**src/rtl/bin2onehot_pkg.sv**
```systemverilog
// Shared constants, FSM state type and index decode helpers for bin2onehot_led.
package bin2onehot_pkg;

  localparam int unsigned NUM_LEDS = 18;
  localparam int unsigned IDX_W    = 5;
  localparam int unsigned IDX_OFF  = 0;

  // Largest index that still maps to an LED; 0 is also legal ("all off").
  localparam logic [IDX_W-1:0] IDX_MAX = IDX_W'(NUM_LEDS);

  typedef enum logic [1:0] {
    Idle = 2'd0,
    Hold = 2'd1,
    Gap  = 2'd2
  } state_e;

  // Index k (1..NUM_LEDS) lights bit k-1+IDX_OFF; anything else decodes to all-off.
  function automatic logic [NUM_LEDS-1:0] idx_to_onehot(input logic [IDX_W-1:0] idx);
    logic [NUM_LEDS-1:0] oh;
    oh = '0;
    for (int unsigned i = 0; i < NUM_LEDS; i++) begin
      oh[i] = (idx == IDX_W'(i + 1 - IDX_OFF));
    end
    return oh;
  endfunction

  function automatic logic idx_is_legal(input logic [IDX_W-1:0] idx);
    return (idx <= IDX_MAX);
  endfunction

endpackage

```
**src/rtl/hold_timer.sv**
```systemverilog
// Loadable down-counter that saturates at zero and flags when it sits at zero.
module hold_timer #(
  parameter int unsigned Width = 8
) (
  input  logic             clk_i,
  input  logic             rst_i,
  input  logic             load_i,
  input  logic [Width-1:0] load_val_i,
  input  logic             dec_i,
  output logic             zero_o
);

  logic [Width-1:0] cnt_q, cnt_d;

  always_comb begin
    cnt_d = cnt_q;
    if (load_i) begin
      cnt_d = load_val_i;
    end else if (dec_i && (cnt_q != '0)) begin
      cnt_d = cnt_q - 1'b1;
    end
  end

  always_ff @(posedge clk_i) begin
    if (rst_i) begin
      cnt_q <= '0;
    end else begin
      cnt_q <= cnt_d;
    end
  end

  assign zero_o = (cnt_q == '0);

endmodule

```
**src/rtl/bin2onehot_led.sv**
```systemverilog
// Binary switch index to one-hot LED display with fixed hold time and a one-cycle gap.
// Optional blinking of the lit LED during hold when BIN2ONEHOT_BLINK_EN is defined.
module bin2onehot_led
  import bin2onehot_pkg::*;
#(
  parameter int unsigned HOLD_CYCLES  = 1000,
  parameter int unsigned BLINK_CYCLES = 100
) (
  input  logic                clk,
  input  logic                rst,
  input  logic                in_valid,
  output logic                in_ready,
  input  logic [IDX_W-1:0]    in_idx,
  output logic [NUM_LEDS-1:0] led,
  output logic                busy,
  output logic                err
);

  if ((HOLD_CYCLES < 2) || (HOLD_CYCLES > 32'd16777215)) begin : g_bad_hold
    $error("HOLD_CYCLES must be in 2..2^24-1");
  end
  if ((BLINK_CYCLES < 1) || (BLINK_CYCLES > HOLD_CYCLES)) begin : g_bad_blink
    $error("BLINK_CYCLES must be in 1..HOLD_CYCLES");
  end

  localparam int unsigned      HoldW    = $clog2(HOLD_CYCLES);
  localparam logic [HoldW-1:0] HoldLoad = HoldW'(HOLD_CYCLES - 1);

  state_e              state_q, state_d;
  logic [NUM_LEDS-1:0] led_q, led_d;
  logic                err_q, err_d;
  logic                xfer;
  logic                idx_legal;
  logic                in_hold;
  logic                hold_load;
  logic                hold_zero;

  assign xfer      = in_valid && (state_q == Idle);
  assign idx_legal = idx_is_legal(in_idx);
  assign in_hold   = (state_q == Hold);
  assign hold_load = xfer && idx_legal;

  hold_timer #(
    .Width(HoldW)
  ) u_hold_timer (
    .clk_i     (clk),
    .rst_i     (rst),
    .load_i    (hold_load),
    .load_val_i(HoldLoad),
    .dec_i     (in_hold),
    .zero_o    (hold_zero)
  );

`ifdef BIN2ONEHOT_BLINK_EN
  localparam int unsigned       BlinkW    = (BLINK_CYCLES > 1) ? $clog2(BLINK_CYCLES) : 1;
  localparam logic [BlinkW-1:0] BlinkLoad = BlinkW'(BLINK_CYCLES - 1);

  logic [NUM_LEDS-1:0] pat_q, pat_d;
  logic                blink_on_q, blink_on_d;
  logic                blink_zero;
  logic                blink_load;

  // The blink timer re-arms itself each time a half-period expires.
  assign blink_load = hold_load || (in_hold && blink_zero);

  hold_timer #(
    .Width(BlinkW)
  ) u_blink_timer (
    .clk_i     (clk),
    .rst_i     (rst),
    .load_i    (blink_load),
    .load_val_i(BlinkLoad),
    .dec_i     (in_hold),
    .zero_o    (blink_zero)
  );

  always_comb begin
    pat_d      = pat_q;
    blink_on_d = blink_on_q;
    if (hold_load) begin
      pat_d      = idx_to_onehot(in_idx);
      blink_on_d = 1'b1;
    end else if (in_hold && blink_zero) begin
      blink_on_d = ~blink_on_q;
    end
  end

  always_ff @(posedge clk) begin
    if (rst) begin
      pat_q      <= '0;
      blink_on_q <= 1'b0;
    end else begin
      pat_q      <= pat_d;
      blink_on_q <= blink_on_d;
    end
  end
`endif

  always_ff @(posedge clk) begin
    if (rst) begin
      state_q <= Idle;
      led_q   <= '0;
      err_q   <= 1'b0;
    end else begin
      state_q <= state_d;
      led_q   <= led_d;
      err_q   <= err_d;
    end
  end

  // Illegal indices never leave Idle, so no hold time is spent on them.
  always_comb begin
    state_d = state_q;
    unique case (state_q)
      Idle: begin
        if (hold_load) begin
          state_d = Hold;
        end
      end
      Hold: begin
        if (hold_zero) begin
          state_d = Gap;
        end
      end
      Gap:     state_d = Idle;
      default: state_d = Idle;
    endcase
  end

  always_comb begin
    in_ready = (state_q == Idle);
    busy     = (state_q == Hold) || (state_q == Gap);
    err_d    = xfer && !idx_legal;
    led_d    = led_q;
    unique case (state_q)
      Idle: begin
        if (xfer) begin
          led_d = idx_to_onehot(in_idx);
        end
      end
      Hold: begin
        if (hold_zero) begin
          led_d = '0;
        end else begin
`ifdef BIN2ONEHOT_BLINK_EN
          led_d = pat_q & {NUM_LEDS{blink_on_d}};
`else
          led_d = led_q;
`endif
        end
      end
      Gap:     led_d = '0;
      default: led_d = '0;
    endcase
  end

  assign led = led_q;
  assign err = err_q;

endmodule
```
**config.mk**
```make
export PLATFORM = sky130hd
export DESIGN_NAME = bin2onehot_led
export DESIGN_NICKNAME = d
export VERILOG_FILES = /design/src/rtl/bin2onehot_pkg.sv /design/src/rtl/hold_timer.sv /design/src/rtl/bin2onehot_led.sv
export SDC_FILE = /design/constraint.sdc
export NUM_CORES = 1
export LEC_CHECK = 0
export CORE_UTILIZATION = 51
export DETAILED_ROUTE_END_ITERATION = 8
export GPL_TIMING_DRIVEN = 0
export PLACE_DENSITY = 0.78
export SETUP_SLACK_MARGIN = 0.4
export SKIP_LAST_GASP = 1
export SLEW_MARGIN = 20
export SYNTH_ARGS = -nofsm -noshare
export SYNTH_HDL_FRONTEND = slang
export SYNTH_SLANG_ARGS = --single-unit
```
**constraint.sdc**
```tcl
create_clock -name clk -period 2.5 [get_ports clk]
set_input_delay 0.5 -clock clk [delete_from_list [all_inputs] [get_ports clk]]
set_output_delay 0.5 -clock clk [all_outputs]
set_load 0.05 [all_outputs]
```
## After elaboration in Yosys (flattened, before gate mapping)

Index checks and enable logic that the tools add are counted.

- Input port bits: 8
- Bits in registers: 31
- Output and inout port bits: 21
- Word-level logic and storage cells: 51

- Add/subtract/negate cells: 1
- Equality and inequality tests: 23
- Mux-type cells: 8
- Reductions and logical operators: 13
- Magnitude comparators: 1

Operator list:

| kind | count |
|---|---|
| $eq 5x4->1 const B | 8 |
| $mux 18 | 2 |
| $pmux 18 s2 | 1 |
| $eq 5x3->1 const B | 4 |
| $mux 10 | 2 |
| $eq 5x5->1 const B | 3 |
| $eq 5x2->1 const B | 2 |
| $logic_not 10->1 | 1 |
| $reduce_bool 10->1 | 1 |
| $sub 10x1->10 const B | 1 |
| $eq 5x1->1 const B | 1 |
| $le 5x5->1 const B | 1 |
| $logic_and 1x1->1 | 4 |
| $mux 2 | 2 |
| $ne 2x1->1 const B | 2 |
| $pmux 2 s2 | 1 |
| $reduce_and 2->1 | 2 |
| $eq 2x1->1 const B | 1 |
| $eq 2x2->1 const B | 1 |
| $logic_not 2->1 | 1 |
| $ne 2x2->1 const B | 1 |
| $reduce_bool 2->1 | 1 |
| $reduce_or 2->1 | 1 |
| $logic_not 1->1 | 1 |
| $logic_or 1x1->1 | 1 |

## Logic depth before layout (Yosys ltp)

- Word-level depth: 5
- Gate-level depth with buffers: 8
- Mapped depth without buffers: 6

## By module

From an unflattened synthesis, not the netlist that was laid out.

- Cell total of the unflattened synthesis: 190
- Area, all modules: 1627.8 um^2

By module, submodules not included:

| module | sequential area each (um^2) | instances | cells an instance | area an instance (um^2) |
|---|---|---|---|---|
| bin2onehot_led | 420.4 | 1 | 118 | 1001.0 |
| hold_timer | 200.2 | 1 | 72 | 626.9 |

## Worst setup path after synthesis

No wires, ideal clock.

- Path type: register to register
- Start point: register state_q[0]
- End point: register led_q[13] (netlist: led[13])
- Setup time: 0.070 ns
- Arrival time: 2.260 ns
- Slack: 0.169 ns
- Clock period less this slack: 2.331 ns
- Data required time: 2.430 ns
- Stages on the path, launching flop included: 7
- Path buffers: 1
- Cell sequence: dfxtp_1 > inv_1 > ha_1 > clkbuf_1 > or4bb_1 > or4_1 > a21oi_1

- Word-level cells in the longest chain between the ends: 4
- Elaborated cells on any way between the ends: 7
- Those cells by class: 3 x eq/ne; 1 x mux; 3 x reduce/logical

Ends and longest elaborated chain:

| element | line | source |
|---|---|---|
| from (decl) | bin2onehot_led.sv:29 | `state_e state_q, state_d;` |
| from (signal assigned) | bin2onehot_led.sv:101 | `state_q <= Idle;` |
| from (signal assigned) | bin2onehot_led.sv:105 | `state_q <= state_d;` |
| $logic_not 2->1 (*) | n/a |  |
| net in_ready | bin2onehot_led.sv:12 | `output logic in_ready,` |
| $logic_and 1x1->1 | bin2onehot_led.sv:38 | `assign xfer = in_valid && (state_q == Idle);` |
| $ne 2x1->1 (no source line) | n/a |  |
| $reduce_and 2->1 (no source line) | n/a |  |
| to (signal assigned) | bin2onehot_led.sv:106 | `led_q <= led_d;` |
| to (decl) | bin2onehot_led.sv:30 | `logic [NUM_LEDS-1:0] led_q, led_d;` |

Mark *: on every way through the listed nets, which the timed path passes. The rest lies on a longest branch.
A chain may end at the register's enable or synchronous reset.

## Worst setup path in the final report

- Start point: register u_hold_timer.cnt_q[6]
- End point: register led_q[13] (netlist: led[13])

- Word-level cells in the longest chain between the ends: 3

Ends and longest elaborated chain:

| element | line | source |
|---|---|---|
| from (decl) | hold_timer.sv:13 | `logic [Width-1:0] cnt_q, cnt_d;` |
| from (signal assigned) | hold_timer.sv:28 | `cnt_q <= cnt_d;` |
| $logic_not 10->1 | hold_timer.sv:32 | `assign zero_o = (cnt_q == '0);` |
| $ne 2x2->1 (no source line) | n/a |  |
| $reduce_and 2->1 (no source line) | n/a |  |

No other way between the ends.

==> impl_metrics.json <==
{
  "finalWorstSetupSlack_ps": 445,
  "crit_cells": 4,
  "via_per_inst": 6.26,
  "flip_flop_cell_with_the_highest_count_after_synthesis": "dfxtp_1",
  "cellPowerDensity_nw_per_um2": 973,
  "yosysUniqueCellTypes": 36,
  "finalInstanceArea_um2": 1960,
  "synth_area_um2": 1540,
  "finalCritPeriodShare": 0.822,
  "synth_area_per_cell_um2": 8.62,
  "asyncSetResetFlopFracSynth": 0,
  "clock_latency_ps": 330,
  "floorplan.initialDensity": 0.550,
  "largest_net_degree_at_the_start_of_global_routing": 11,
  "critical_path.cell_chain": "or4_4, o31a_2, or4_4, a21oi_2",
  "final_design_utilization": 0.699,
  "cts.root.buffer_cell": "clkbuf_4",
  "synth_enable_flop_cells": 0,
  "timing.critical_path.slowest_stage_cell": "or4_4",
  "r2r_start": "u_hold_timer.cnt_q[6]",
  "port_buffers": 25,
  "antenna_cells": 0,
  "detailedRoute.firstPassIterationCount": 7,
  "post_synth_inst_count": 179,
  "power_leakage_nw": 0.671,
  "setup_tns_ps": 0,
  "hold_path_depth": 2,
  "gr-total-overflow": 0,
  "drc": 5,
  "syn_nets": 191,
  "critical_path_buf_inv_count": 0,
  "routedWlPerCell_um": 15.6,
  "cpPeakStageDelay_ps": 590,
  "synthesis.yosys.warnings": 0,
  "fin_total_pwr_mw": 1.91,
  "number_of_global_route_vias_before_repair": 1431,
  "cp_max_fo": 7,
  "clock_sinks": 31,
  "layout.cells.most_common": "dfxtp_1",
  "minimum_clock_period_ps": 2050,
  "grt_first_pass_wirelength_um": 6330,
  "totalWireLength_um": 3800,
  "final-instance-count-excl-fill": 244,
  "cp_data_required_time_ps": 2770,
  "hold_path_class": "register to register",
  "worstRegToRegCells": 4,
  "min_from": "led[3]",
  "clock_tree_from_tritoncts": "yes",
  "worst_path_dominant_cell_family": "simple AND/OR/NAND/NOR gates",
  "clk_transition_reported_paths_ps": 90,
  "dp_hpwl_um": 2740,
  "critPathLaunchType": "register",
  "critPathLaunch": "u_hold_timer.cnt_q[6]",
  "synth-seq-cells": 31,
  "timing.hold.worst_endpoint": "led[3]",
  "pin_count": 29,
  "syn2layout_area_growth_pct": 27.1,
  "outcome": "complete, but fails checks",
  "vias": 1527,
  "placed_cells": 235,
  "cts_buffer_depth": 2,
  "fin_nets": 224,
  "hold_viol_final": 0,
  "top_library_cells_by_usage_in_the_layout_fill_and_taps_aside": "dfxtp_1 (29), clkdlybuf4s50_1 (23), a21oi_1 (22), o21ai_0 (18), clkbuf_1 (10)",
  "design.die.area_um2": 3250,
  "hold_ws_ps": 480,
  "antenna_violations_before_repair": 0,
  "sequential_to_total_area_share_from_yosys_stat": 0.402,
  "die_w_um": 57,
  "num-fill-cells": 237,
  "drtIter0Drc": 61,
  "cts.hold.buffers_added": 0,
  "drt.antenna.violating_nets": 0,
  "setup_repair_after_global_routing_missed_its_margin": "true",
  "place_area_um2": 1850,
  "timing.setup.critical_path_class": "register to register",
  "floorplan.rows": 19,
  "drv.max_cap_violation_count": 0,
  "power.ir.vdd_worst_mv": 0.742,
  "core_area_um2": 2810,
  "rrSetupSlack_ps": 450,
  "setup.worst_path.end_class": "register",
  "slew_headroom": 0.662,
  "max_freq_mhz": 487,
  "layout-drive-gt1-share": 0.141,
  "cp.arrival_ps": 2320,
  "htree_num_levels": 2,
  "gp_routability_congestion": 0.839,
  "die_y_um": 57,
  "groute.usage.overall": 0.251,
  "final.setup_skew_ps": 6.36,
  "dp_worst_setup_slack_ps": 126,
  "worstReg2RegEnd": "led[13]",
  "failed_checks": "DRC",
  "path_common_cell": "or4_4",
  "worst_slew_pin_slew_ps": 506,
  "setup_viol_count_final": 0,
  "slew_viol_final": 0,
  "cts-buffers-inserted": 5
}
[logic make-up after synthesis]
family,after synthesis,synth area share
xor+xnor,4,0.0227
mux,3,0.0203
flops,31,0.402
compound gates,58,0.221
simple gates,61,0.256
buf+inv,18,0.0446
fa+ha+maj,4,0.0324
[state kept, by name, indices dropped and copies added (netlist names)]
signal / flops
led: 18
u_hold_timer.cnt_q: 10
state_q: 2
err: 1
[worst max-delay path by stage]
| stage | slack, ps | endpoint |
|---|---|---|
| 2_1_floorplan | 470 | led[13] |
| 3_3_place_gp | 200 | led[11] |
| 3_5_place_dp | 130 | led[13] |
| 4_1_cts | 400 | led[13] |
| 5_1_grt | 400 | led[13] |
| 6_report | 450 | led[13] |
[Yosys cell counts, types with 2 or more instances]
cell type	n	area [um2]
dfxtp_1	31	621
a21oi_1	25	125
o21ai_0	18	90.1
clkbuf_1	12	45.0
nand2_1	8	30.0
or4_1	8	60.1
nand4b_1	7	61.3
nor2_1	6	22.5
inv_1	5	18.8
nand3_1	5	25.0
nor3_1	5	25.0
ha_1	4	50.1
o31ai_1	4	30.0
a31oi_1	3	18.8
nand2b_1	3	18.8
nand4_1	3	18.8
nor2b_1	3	18.8
nor3b_1	3	22.5
or4bb_1	3	33.8
xor2_1	3	26.3
a21o_1	2	15.0
mux2i_1	2	20.0
or3_1	2	12.5
or4b_2	2	20.0
[power by group]
part / leakage [nW] / internal [mW] / total, mW / switching, mW
Sequential: 0.253 / 0.572 / 0.655 / 0.0831
Combinational: 0.380 / 0.344 / 0.920 / 0.576
Clock: 0.0386 / 0.165 / 0.332 / 0.167
[tightest hold or removal path: cells and delay by family, from the launching register on]
family         cells  cell delay, ps
flip-flops         1             320
AO/OA/AOI/OAI      2             120
[per-layer routing]
| metal | vias up | track usage | routed length [um] |
|---|---|---|---|
| li1 | 740 | - | - |
| met1 | 746 | 0.317 | 1690 |
| met2 | 35 | 0.415 | 1880 |
| met3 | 6 | 0.0431 | 179 |
| met4 | 0 | 0.125 | 51 |
| met5 | - | 0 | 0 |
[repair_timing]
action                     CTS  global route
cloned                       0             1
buffers inserted             0             0
setup endpoints to repair    9            19
hold endpoints to repair     0             0
gates resized for setup      5            16
[final cells by class]
cell class | count | area, um2 | share of cell area
sequential | 31 | 623 | 0.318
timing repair buffer | 25 | 249 | 0.127
tap | 31 | 38.8 | 0.0198
multi-input combinational | 131 | 903 | 0.461
inverter | 5 | 18.8 | 0.00957
buffer | 13 | 58.8 | 0.0300
clock buffer | 8 | 68.8 | 0.0351
Note: power is estimated with default switching activity, not from simulation.
==> patch, RTL diff (same flow settings) <==
Add a define of `BIN2ONEHOT_BLINK_EN`.
--- a/src/rtl/bin2onehot_led.sv
+++ b/src/rtl/bin2onehot_led.sv
@@ -1,4 +1,6 @@
 // Binary switch index to one-hot LED display with fixed hold time and a one-cycle gap.
 // Optional blinking of the lit LED during hold when BIN2ONEHOT_BLINK_EN is defined.
+`define BIN2ONEHOT_BLINK_EN
+
 module bin2onehot_led
   import bin2onehot_pkg::*;
Function: same outputs for any inputs over 10 cycles, from zero or initial values and one cycle with rst high; that may be too few to reach the edited logic, so the function may still have changed.
==> patch against the unedited design <==
Sequential cell count grew 26; sequential share of layout area grew 2.1 points; combinational power grew 17%; final cell count grew 71%; synthesized cell count grew 68%; area after synthesis grew 77%; clock power grew to 2.6 times the old value; routed wire length grew 61%; setup slack lost 0.11 ns; total power grew 62%; global-route usage shrank 0.69 points; cell area grew 72%; die area grew 74%; highest routed layer unchanged.
==> patch: results (changes against the unedited design) <==
synthesis:
  ys_types: 46  # was 36
  synth_fa_ha_area_frac: 0.0320  # was 0.0324
  synth_xor_area_frac: 0.0288  # was 0.0227
  yosys_warnings: 0  # unchanged
  ys.flop_type: "dfxtp_1"  # unchanged
  synth.area.top_cells: "dfxtp_1 42%, a21oi_1 4.8%, mux2i_1 4.4%"  # was dfxtp_1 40%, a21oi_1 8.1%, o21ai_0 5.8%
  async_flop_share: 0  # unchanged
  synth_edf_count: 0  # unchanged
  synth.mux.area_fraction: 0.0439  # was 0.0203
  seq_area_frac_synth: 0.417  # was 0.402
  syn_nets: 315  # was 191
  synth-compound-area-share: 0.238  # was 0.221
  yosys-top-cells-count: "57 x dfxtp_1, 26 x a21oi_1, 21 x nor2_1"  # was 31 x dfxtp_1, 25 x a21oi_1, 18 x o21ai_0
clock_tree:
  clock_path_buffers: 2  # unchanged
  h-tree-depth: 3  # was 2
  cts_root_buf: "clkbuf_8"  # was clkbuf_4
  clk_pin_slew_ns: 0.07  # was 0.09 ns
  clk_latency_ns: 0.33  # about the same
  numCtsBuffers: 9  # was 5
global_routing:
  grt_start_max_net_pins: 11  # unchanged
  track_usage: 0.244  # was 0.251
  grt_antenna_before_repair: 0  # unchanged
  grt_pass1_vias: 2208  # was 1431
  grt_pass1_wl_um: 10200  # was 6330 um
drt:
  first_pass_iters: 4  # was 7
  drt_iter0_drc: 144  # was 61
  vias: 2370  # was 1527
  wl_per_cell_um: 14.7  # was 15.6 um
placement:
  place_ws_ns: -0.0368  # was 0.126 ns
  gp_congestion: 0.883  # was 0.839
  placed_area_um2: 3080  # was 1850 um2
  port_buffers: 25  # unchanged
  dp_hpwl_um: 4230  # was 2740 um
hold_path:
  hp-class: "reg -> reg"  # unchanged
cells_and_area:
  nets: 358  # was 224
  diodes: 0  # unchanged
  fillers: 456  # was 237
  layout-drive-gt1-share: 0.150  # was 0.141
setup_path:
  worstPathArrival_ns: 2.44  # was 2.32 ns
  cp_max_fo: 8  # was 7
pwr:
  leakagePower_nw: 1.21  # was 0.671 nW
  irDropWorstVdd_v: 0.000629  # was 0.000742 V
  p_int_w: 0.00197  # was 0.00108 W
sta:
  fin_worst_skew_ns: 0.00827  # was 0.00636 ns
  maxSlewHeadroom: 0.530  # was 0.662
status:
  status: "completed"  # was finished with violations
-- patch: power by group through the flow --
stage          clock, W  sequential, W  combinational (W)
2_1_floorplan         0        0.00115           0.000749
3_3_place_gp          0        0.00115           0.000944
3_5_place_dp          0        0.00116           0.000964
4_1_cts        0.000866        0.00114            0.00104
5_1_grt        0.000904        0.00117            0.00119
6_report       0.000855        0.00115            0.00108
-- patch: final timing paths --
check	from	to	slack [ns]	depth (start not counted)
min	pat_q[11]$_SDFFE_PP0P_	led[11]$_SDFFE_PP0P_	0.46	1
min reg2reg	pat_q[11]$_SDFFE_PP0P_	led[11]$_SDFFE_PP0P_	0.46	1
max reg2reg	u_blink_timer.cnt_q[4]$_SDFFE_PP0P_	led[7]$_SDFFE_PP0P_	0.34	7
max	u_blink_timer.cnt_q[4]$_SDFFE_PP0P_	led[7]$_SDFFE_PP0P_	0.34	7
-- patch: critical path, cell delays in order (launching register included) --
cell and delay [ns]:
dfxtp_2 0.32, or4_4 0.53, buf_6 0.13, or4_4 0.44, a311oi_4 0.24, buf_4 0.17
buf_6 0.13, a22o_1 0.14
-- patch: metal layers --
metal	up-vias	part of all wire	track usage
met3	7	0.044	0.0656
met5	-	0	0
li1	1175	-	-
met4	0	0.010	0.101
met1	1133	0.45	0.293
met2	55	0.50	0.414
-- patch: repair_timing --
action | in CTS | in global routing
cloned | 1 | 0
pin swaps | 9 | 4
setup endpoints to repair | 43 | 43
setup buffers | 4 | 2
gates resized for setup | 15 | 14
-- patch: through the flow --
stage          setup TNS, ns  utilization  instances  hold WS, ns  total power, W
2_1_floorplan              0            -        300        0.420         0.00190
4_1_cts                    0        0.648        415        0.455         0.00304
3_5_place_dp          -0.203        0.598        395        0.442         0.00212
3_3_place_gp         -0.0297        0.598        395        0.435         0.00209
6_report                   0        0.655        417        0.461         0.00309
5_1_grt                    0        0.655        417        0.476         0.00326
-- patch: layout make-up --
| type | count | area share |
|---|---|---|
| plain buffers | 21 | 0.0305 |
| clock buffers | 12 | 0.0461 |
| clock inverters | 3 | 0.0119 |
| inverters | 17 | 0.0190 |
| multi-input cells | 205 | 0.438 |
| flip-flops and latches | 57 | 0.339 |
| well taps | 70 | 0.0260 |
| repair buffers | 32 | 0.0892 |
-- patch: kinds of logic after synthesis --
kind of cell / count (synthesis)
compound gates: 84
xor+xnor: 9
fa+ha+maj: 7
buf+inv: 38
flops: 57
mux: 12
simple gates: 93
